<file path="config.mk">
export PLATFORM = sky130hd
export DESIGN_NAME = epu_dma_master
export DESIGN_NICKNAME = d
export VERILOG_FILES = /design/src/rtl/epu_dma_pkg.sv /design/src/rtl/epu_dma_fifo.sv /design/src/rtl/epu_dma_master.sv
export SDC_FILE = /design/constraint.sdc
export NUM_CORES = 1
export LEC_CHECK = 0
export CORE_ASPECT_RATIO = 0.8
export CORE_MARGIN = 2
export CORE_UTILIZATION = 49
export CTS_BUF_LIST = sky130_fd_sc_hd__clkbuf_4
export CTS_CLUSTER_SIZE = 30
export DETAILED_ROUTE_END_ITERATION = 12
export GPL_TIMING_DRIVEN = 0
export PLACE_DENSITY_LB_ADDON = 0.25
export SYNTH_ARGS = -nofsm -noshare
export SYNTH_HDL_FRONTEND = slang
export SYNTH_HIERARCHICAL = 1
export SYNTH_SLANG_ARGS = --single-unit
export TNS_END_PERCENT = 10
</file>
<file path="constraint.sdc">
create_clock -name clk -period 9.7 [get_ports clk]
set_clock_uncertainty 0.05 [all_clocks]
set_input_delay 1.455 -clock clk [delete_from_list [all_inputs] [get_ports clk]]
set_output_delay 1.455 -clock clk [all_outputs]
set_load 0.01 [all_outputs]
</file>
<file path="src/rtl/epu_dma_pkg.sv">
// Shared constants, state encodings and the burst sizing helper for the
// EPU DMA master.
package epu_dma_pkg;

  localparam int MAX_BURST  = 16;
  localparam int FIFO_DEPTH = MAX_BURST;

  localparam logic [1:0] AXI_BURST_INCR = 2'b01;
  localparam logic [2:0] AXI_SIZE_4B    = 3'b010;
  localparam logic [1:0] AXI_RESP_OKAY  = 2'b00;

  typedef logic [2:0] dma_state_t;

  localparam dma_state_t ST_IDLE    = 3'd0;
  localparam dma_state_t ST_RD_ADDR = 3'd1;
  localparam dma_state_t ST_RD_DATA = 3'd2;
  localparam dma_state_t ST_WR_ADDR = 3'd3;
  localparam dma_state_t ST_WR_DATA = 3'd4;
  localparam dma_state_t ST_WR_RESP = 3'd5;
  localparam dma_state_t ST_FIN     = 3'd6;

  // Beats for the next burst: the smallest of the words left, the burst cap
  // and the room before the next 4KB page on either side. The page offsets
  // are passed as word indices (address bits [11:2]).
  function automatic logic [4:0] burst_beats(input logic [15:0] max_beats,
                                             input logic [15:0] remaining,
                                             input logic [9:0]  src_word,
                                             input logic [9:0]  dst_word);
    logic [15:0] m;
    logic [15:0] src_room;
    logic [15:0] dst_room;
    src_room = 16'd1024 - {6'd0, src_word};
    dst_room = 16'd1024 - {6'd0, dst_word};
    m = max_beats;
    if (remaining < m) m = remaining;
    if (src_room < m)  m = src_room;
    if (dst_room < m)  m = dst_room;
    return m[4:0];
  endfunction

endpackage

</file>
<file path="src/rtl/epu_dma_fifo.sv">
// Small synchronous FIFO that holds one read burst until it is written out.
module epu_dma_fifo import epu_dma_pkg::*; #(
  parameter int DATA_W = 32,
  parameter int DEPTH  = FIFO_DEPTH
) (
  input  logic              clk,
  input  logic              rst,
  input  logic              flush,
  input  logic              push,
  input  logic [DATA_W-1:0] push_data,
  input  logic              pop,
  output logic [DATA_W-1:0] pop_data,
  output logic              full,
  output logic              empty
);

  localparam int AW = $clog2(DEPTH);

  logic [DATA_W-1:0] mem [DEPTH];
  logic [AW:0]       wr_ptr;
  logic [AW:0]       rd_ptr;

  assign empty    = (wr_ptr == rd_ptr);
  assign full     = (wr_ptr[AW] != rd_ptr[AW]) && (wr_ptr[AW-1:0] == rd_ptr[AW-1:0]);
  assign pop_data = mem[rd_ptr[AW-1:0]];

  // Read/write pointers; the extra MSB separates full from empty.
  always_ff @(posedge clk or posedge rst) begin
    if (rst) begin
      wr_ptr <= '0;
      rd_ptr <= '0;
    end else if (flush) begin
      wr_ptr <= '0;
      rd_ptr <= '0;
    end else begin
      if (push && !full) wr_ptr <= wr_ptr + 1'b1;
      if (pop && !empty) rd_ptr <= rd_ptr + 1'b1;
    end
  end

  // Storage array; contents need no reset since the pointers gate reads.
  always_ff @(posedge clk) begin
    if (push && !full) mem[wr_ptr[AW-1:0]] <= push_data;
  end

endmodule

</file>
<file path="src/rtl/epu_dma_master.sv">
// AXI master DMA: copies a block of words from src to dst as a series of
// read-burst / write-burst pairs, one outstanding transaction at a time.
module epu_dma_master import epu_dma_pkg::*; #(
  parameter int              ADDR_W    = 32,
  parameter int              DATA_W    = 32,
  parameter int              ID_W      = 4,
  parameter logic [ID_W-1:0] DMA_ID    = ID_W'(4'h2),
  parameter int              MAX_BURST = 16
) (
  input  logic              clk,
  input  logic              rst,
  input  logic              start_i,
  input  logic [ADDR_W-1:0] src_addr_i,
  input  logic [ADDR_W-1:0] dst_addr_i,
  input  logic [15:0]       len_i,
  output logic              busy_o,
  output logic              done_o,
  output logic              err_o,
  output logic [ID_W-1:0]   arid,
  output logic [ADDR_W-1:0] araddr,
  output logic [3:0]        arlen,
  output logic [2:0]        arsize,
  output logic [1:0]        arburst,
  output logic              arvalid,
  input  logic              arready,
  input  logic [ID_W-1:0]   rid,
  input  logic [DATA_W-1:0] rdata,
  input  logic [1:0]        rresp,
  input  logic              rlast,
  input  logic              rvalid,
  output logic              rready,
  output logic [ID_W-1:0]   awid,
  output logic [ADDR_W-1:0] awaddr,
  output logic [3:0]        awlen,
  output logic [2:0]        awsize,
  output logic [1:0]        awburst,
  output logic              awvalid,
  input  logic              awready,
  output logic [DATA_W-1:0] wdata,
  output logic [3:0]        wstrb,
  output logic              wlast,
  output logic              wvalid,
  input  logic              wready,
  input  logic [ID_W-1:0]   bid,
  input  logic [1:0]        bresp,
  input  logic              bvalid,
  output logic              bready
);

  localparam logic [15:0] MAX_BEATS = 16'(MAX_BURST);

  dma_state_t        state_q;
  logic [ADDR_W-1:0] src_q;
  logic [ADDR_W-1:0] dst_q;
  logic [15:0]       rem_q;
  logic [3:0]        len_q;
  logic [4:0]        rcnt_q;
  logic [4:0]        wbeat_q;
  logic              err_q;

  logic [4:0]        beats;
  logic [ADDR_W-1:0] src_start;
  logic [ADDR_W-1:0] dst_start;
  logic [ADDR_W-1:0] step;
  logic [ADDR_W-1:0] src_next;
  logic [ADDR_W-1:0] dst_next;
  logic [15:0]       rem_next;
  logic [4:0]        first_beats;
  logic [4:0]        next_beats;

  logic              fifo_flush;
  logic              fifo_push;
  logic              fifo_pop;
  logic [DATA_W-1:0] fifo_head;
  logic              fifo_full;
  logic              fifo_empty;
  logic              w_pad;
  logic              unused_inputs;

  // len_q holds beats-1 so the AXI len fields read zero out of reset.
  assign beats     = {1'b0, len_q} + 5'd1;
  assign src_start = {src_addr_i[ADDR_W-1:2], 2'b00};
  assign dst_start = {dst_addr_i[ADDR_W-1:2], 2'b00};
  assign step      = {{(ADDR_W-7){1'b0}}, beats, 2'b00};
  assign src_next  = src_q + step;
  assign dst_next  = dst_q + step;
  assign rem_next  = rem_q - {11'd0, beats};

  assign first_beats = burst_beats(MAX_BEATS, len_i, src_start[11:2], dst_start[11:2]);
  assign next_beats  = burst_beats(MAX_BEATS, rem_next, src_next[11:2], dst_next[11:2]);

  // Words beyond the burst length are dropped; a short read is padded with
  // zeros on the write side once every received word has been sent.
  assign fifo_flush = (state_q == ST_IDLE) && start_i;
  assign fifo_push  = rvalid && rready && (rcnt_q < beats);
  assign w_pad      = (wbeat_q >= rcnt_q);
  assign fifo_pop   = wvalid && wready && !w_pad;

  assign arid    = DMA_ID;
  assign araddr  = src_q;
  assign arlen   = len_q;
  assign arsize  = AXI_SIZE_4B;
  assign arburst = AXI_BURST_INCR;
  assign arvalid = (state_q == ST_RD_ADDR);
  assign rready  = (state_q == ST_RD_DATA);

  assign awid    = DMA_ID;
  assign awaddr  = dst_q;
  assign awlen   = len_q;
  assign awsize  = AXI_SIZE_4B;
  assign awburst = AXI_BURST_INCR;
  assign awvalid = (state_q == ST_WR_ADDR);

  assign wvalid  = (state_q == ST_WR_DATA) && (!fifo_empty || w_pad);
  assign wdata   = (wvalid && !w_pad) ? fifo_head : '0;
  assign wlast   = wvalid && (wbeat_q == {1'b0, len_q});
  assign wstrb   = 4'hF;
  assign bready  = (state_q == ST_WR_RESP);

  assign busy_o  = (state_q != ST_IDLE);
  assign done_o  = (state_q == ST_FIN);
  assign err_o   = err_q;

  assign unused_inputs = ^{rid, bid, src_addr_i[1:0], dst_addr_i[1:0], fifo_full};

  epu_dma_fifo #(
    .DATA_W (DATA_W),
    .DEPTH  (FIFO_DEPTH)
  ) u_fifo (
    .clk       (clk),
    .rst       (rst),
    .flush     (fifo_flush),
    .push      (fifo_push),
    .push_data (rdata),
    .pop       (fifo_pop),
    .pop_data  (fifo_head),
    .full      (fifo_full),
    .empty     (fifo_empty)
  );

  // Transfer FSM with the address, length and beat counters it steers.
  always_ff @(posedge clk or posedge rst) begin
    if (rst) begin
      state_q <= ST_IDLE;
      src_q   <= '0;
      dst_q   <= '0;
      rem_q   <= '0;
      len_q   <= '0;
      rcnt_q  <= '0;
      wbeat_q <= '0;
      err_q   <= 1'b0;
    end else begin
      case (state_q)
        ST_IDLE: begin
          if (start_i) begin
            err_q <= 1'b0;
            if (len_i == 16'd0) begin
              state_q <= ST_FIN;
            end else begin
              src_q   <= src_start;
              dst_q   <= dst_start;
              rem_q   <= len_i;
              len_q   <= 4'(first_beats - 5'd1);
              rcnt_q  <= '0;
              state_q <= ST_RD_ADDR;
            end
          end
        end
        ST_RD_ADDR: begin
          if (arready) state_q <= ST_RD_DATA;
        end
        ST_RD_DATA: begin
          if (rvalid) begin
            if (fifo_push) rcnt_q <= rcnt_q + 5'd1;
            if (rresp != AXI_RESP_OKAY) err_q <= 1'b1;
            if (rlast) begin
              if (rcnt_q + 5'd1 != beats) err_q <= 1'b1;
              wbeat_q <= '0;
              state_q <= ST_WR_ADDR;
            end
          end
        end
        ST_WR_ADDR: begin
          if (awready) begin
            wbeat_q <= '0;
            state_q <= ST_WR_DATA;
          end
        end
        ST_WR_DATA: begin
          if (wvalid && wready) begin
            wbeat_q <= wbeat_q + 5'd1;
            if (wlast) state_q <= ST_WR_RESP;
          end
        end
        ST_WR_RESP: begin
          if (bvalid) begin
            if (bresp != AXI_RESP_OKAY) err_q <= 1'b1;
            src_q <= src_next;
            dst_q <= dst_next;
            rem_q <= rem_next;
            if (rem_next == 16'd0) begin
              state_q <= ST_FIN;
            end else begin
              len_q   <= 4'(next_beats - 5'd1);
              rcnt_q  <= '0;
              state_q <= ST_RD_ADDR;
            end
          end
        end
        ST_FIN: begin
          state_q <= ST_IDLE;
        end
        default: begin
          state_q <= ST_IDLE;
        end
      endcase
    end
  end

endmodule
</file>
==> flow_summary.json <==
{
  "fp-row-count": 80,
  "final_area_mm2": 0.03534,
  "slew_viol_final": 0,
  "num_vias": 21026,
  "timing.rr.end": "arlen[2]$_DFFE_PP0P_",
  "synth_top_area_cell": "edfxtp_1",
  "hp-start": "rem_q[4]$_DFFE_PP0P_",
  "final_hold_viol_count": 0,
  "vias_per_cell": 6.044,
  "grt_pass1_vias": 20345,
  "ys_types": 99,
  "post-place-ws_ns": 1.601,
  "dp_hpwl_mm": 59.12,
  "syn_area_per_cell_um2": 13.74,
  "reg2reg_slack_ns": 1.39,
  "grt_pass1_wl_mm": 126.6,
  "cts-buffers-inserted": 156,
  "clk_pin_slew_worst_paths_ns": 0.07,
  "rr_startpoint": "arlen[0]$_DFFE_PP0P_",
  "initial_core_util": 0.4960,
  "clkLatencyLatePin_ns": 1.02,
  "cpMostUsedCell": "ha_1",
  "slew-limit-headroom": 0.02969,
  "cp-end-kind": "flip-flop",
  "synthTopCellsByArea": "edfxtp_1 52%, mux4_2 9.7%, dfrtp_1 8.8%",
  "synth_cells": 2154,
  "overflow": 0,
  "ir_drop_mv": 0.1904,
  "wirelength_mm": 85.34,
  "port_buffers": 229,
  "synth-seq-cells": 616,
  "drc": 0,
  "syn-cell-area_mm2": 0.02959,
  "worst_slack_ns": 1.390,
  "grt_usage": 0.2748,
  "setup_viol": 0,
  "grt_antenna_before_repair": 6,
  "worst-path-max-fanout": 8,
  "cts_root_buf": "clkbuf_4",
  "nets": 2800,
  "cts_sinks": 616,
  "core-area_mm2": 0.05966,
  "critPathSlowestCell": "ha_1",
  "synth_top_area_frac": 0.5196,
  "slowest_delay_ns": 0.54,
  "synth_edf_count": 512,
  "synth_flop_cell": "edfxtp_1",
  "drive_gt1_frac": 0.1880,
  "cp_data_required_time_ns": 10.58,
  "grt_setup_unrepaired": "false",
  "fin_crit_ns": 8.310,
  "ctsHoldBuffers": 0,
  "synth_warnings": 6,
  "cellPowerDensity_mw_per_mm2": 290.6,
  "path_class": "flip-flop to flip-flop",
  "post-route-period-util": 0.8567,
  "cellLeakagePower_nw": 12.37,
  "fin_setup_tns_ns": 0,
  "cp.arrival_ns": 9.19,
  "ctsResizeCount": 0,
  "min_to": "rem_q[4]$_DFFE_PP0P_",
  "ant_nets": 0,
  "detailed_place.area_mm2": 0.03338,
  "die_w_um": 278.7,
  "status": "complete, no violations",
  "routedWlPerCell_um": 24.53,
  "cp-start-kind": "flip-flop",
  "async_flop_share": 0.1688,
  "cts_setup_buffers": 0,
  "max-cap-violations": 0,
  "die-area_mm2": 0.06238,
  "ys_seq_area_frac": 0.6076,
  "grt_max_degree": 58,
  "syn_to_final_growth_pct": 19.42,
  "dr.pass1.iters": 7,
  "clk_path_buf_depth": 3,
  "cts_tree": "done",
  "die_h_um": 223.8,
  "whs_path_depth": 2,
  "fmax_mhz": 120.3,
  "worst_pin_slew_ns": 1.452,
  "fin_hold_ws_ns": 0.4525,
  "place.gp.congestion": 0.9665,
  "ff2ff_path_depth": 32,
  "num_io_pins": 268,
  "dr.first_iter.drc_count": 2540,
  "hp-class": "flip-flop to flip-flop",
  "cts_max_level": 4
}
==> worst max-delay path, delay by kind of cell (launching register included) <==
kind                       cells  cell delay, ns
adders and majority gates      5            1.67
buffers and inverters          1            0.24
AOI/OAI and AO/OA             13            2.50
muxes                          1            0.32
DFF                            1            0.53
xor gates and xnor gates       1            0.16
and+or+nand+nor               11            2.73
==> final cells by class <==
cell class,instances,area (µm²)
clock buffers,222,1667
diodes,8,20.02
fillers,4697,24320
multi-input cells,1376,10740
inverters,52,197.7
flip-flops and latches,616,17980
clock inverters,34,266.5
well taps,779,974.7
plain buffers,146,833.3
repair buffers,246,2655
==> cell usage in the layout, fill, tap and decap left out, types with 33 or more instances in the layout <==
cell	Yosys	final
nand3_1	52	52
nor2_1	125	125
clkbuf_1	66	66
mux4_2	128	128
a21oi_1	156	156
and2_1	51	51
nand2_1	183	183
edfxtp_1	512	512
a211oi_1	37	37
clkdlybuf4s50_1	0	229
dfrtp_1	104	104
xnor2_1	56	56
inv_1	52	51
nor2b_1	33	33
o21ai_0	81	81
ha_1	70	70
buf_4	40	40
conb_1	2	38
clkbuf_4	0	222
==> sequential cells by signal, summed over array words and instances, names as in the netlist <==
signal         flops
u_fifo/mem       512
araddr            30
awaddr            30
rem_q             16
rcnt_q             5
u_fifo/rd_ptr      5
u_fifo/wr_ptr      5
wbeat_q            5
arlen              4
state_q            3
err_o              1
==> synthesized netlist by cell type, drive strengths merged, types with 7 or more instances <==
| master | n |
|---|---|
| edfxtp | 512 |
| nand2 | 183 |
| a21oi | 158 |
| mux4 | 128 |
| nor2 | 125 |
| dfrtp | 104 |
| o21ai | 85 |
| buf | 80 |
| ha | 70 |
| clkbuf | 66 |
| xnor2 | 57 |
| and2 | 53 |
| inv | 52 |
| nand3 | 52 |
| a211oi | 40 |
| nor2b | 33 |
| and3 | 30 |
| a31oi | 28 |
| nor3 | 28 |
| xor2 | 28 |
| o22ai | 26 |
| mux2i | 22 |
| nand4 | 17 |
| a21o | 16 |
| a22oi | 12 |
| nor4 | 11 |
| maj3 | 9 |
| o31ai | 8 |
| o32ai | 8 |
| nand2b | 7 |
| o21a | 7 |
| or2 | 7 |
==> worst max path at each step <==
stage / to / startpoint
after floorplan: arlen[2]$_DFFE_PP0P_ / arlen[0]$_DFFE_PP0P_
after global placement: arlen[2]$_DFFE_PP0P_ / arlen[0]$_DFFE_PP0P_
after detailed placement: arlen[2]$_DFFE_PP0P_ / arlen[0]$_DFFE_PP0P_
after CTS: arlen[2]$_DFFE_PP0P_ / arlen[0]$_DFFE_PP0P_
after global routing: arlen[2]$_DFFE_PP0P_ / arlen[0]$_DFFE_PP0P_
final: arlen[2]$_DFFE_PP0P_ / arlen[0]$_DFFE_PP0P_
==> routing by layer <==
layer / vias to the layer above / routed length [µm] / track usage
met3: 129 / 8955 / 0.06779
met5: - / 34 / 0
met1: 10593 / 37740 / 0.4177
met2: 1125 / 37120 / 0.3929
li1: 9173 / - / -
met4: 6 / 1492 / 0.07891
==> kinds of logic after synthesis <==
| family | count (synthesis) | share of synthesized area |
|---|---|---|
| other cells | 2 | 0.0002538 |
| buf+inv | 198 | 0.03476 |
| compound gates | 439 | 0.09409 |
| fa+ha+maj | 82 | 0.03468 |
| xor+xnor | 85 | 0.02605 |
| mux | 156 | 0.1073 |
| flops | 616 | 0.6076 |
| simple gates | 576 | 0.09532 |
==> through the flow <==
| stage | power (W) | instances | utilization |
|---|---|---|---|
| 3_3_place_gp | 0.007914 | 3198 | 0.5530 |
| 6_report | 0.01027 | 3479 | 0.5923 |
| 2_1_floorplan | 0.006529 | 2190 | - |
| 3_5_place_dp | 0.008011 | 3215 | 0.5596 |
| 5_1_grt | 0.01088 | 3479 | 0.5923 |
| 4_1_cts | 0.01024 | 3471 | 0.5920 |
==> report_power, final <==
| part | switching (W) | internal, W |
|---|---|---|
| clock | 0.00105 | 0.00115 |
| combinational | 0.00268 | 0.00203 |
| sequential | 0.000262 | 0.00309 |
No activity file was read; power rests on OpenSTA's default activity.
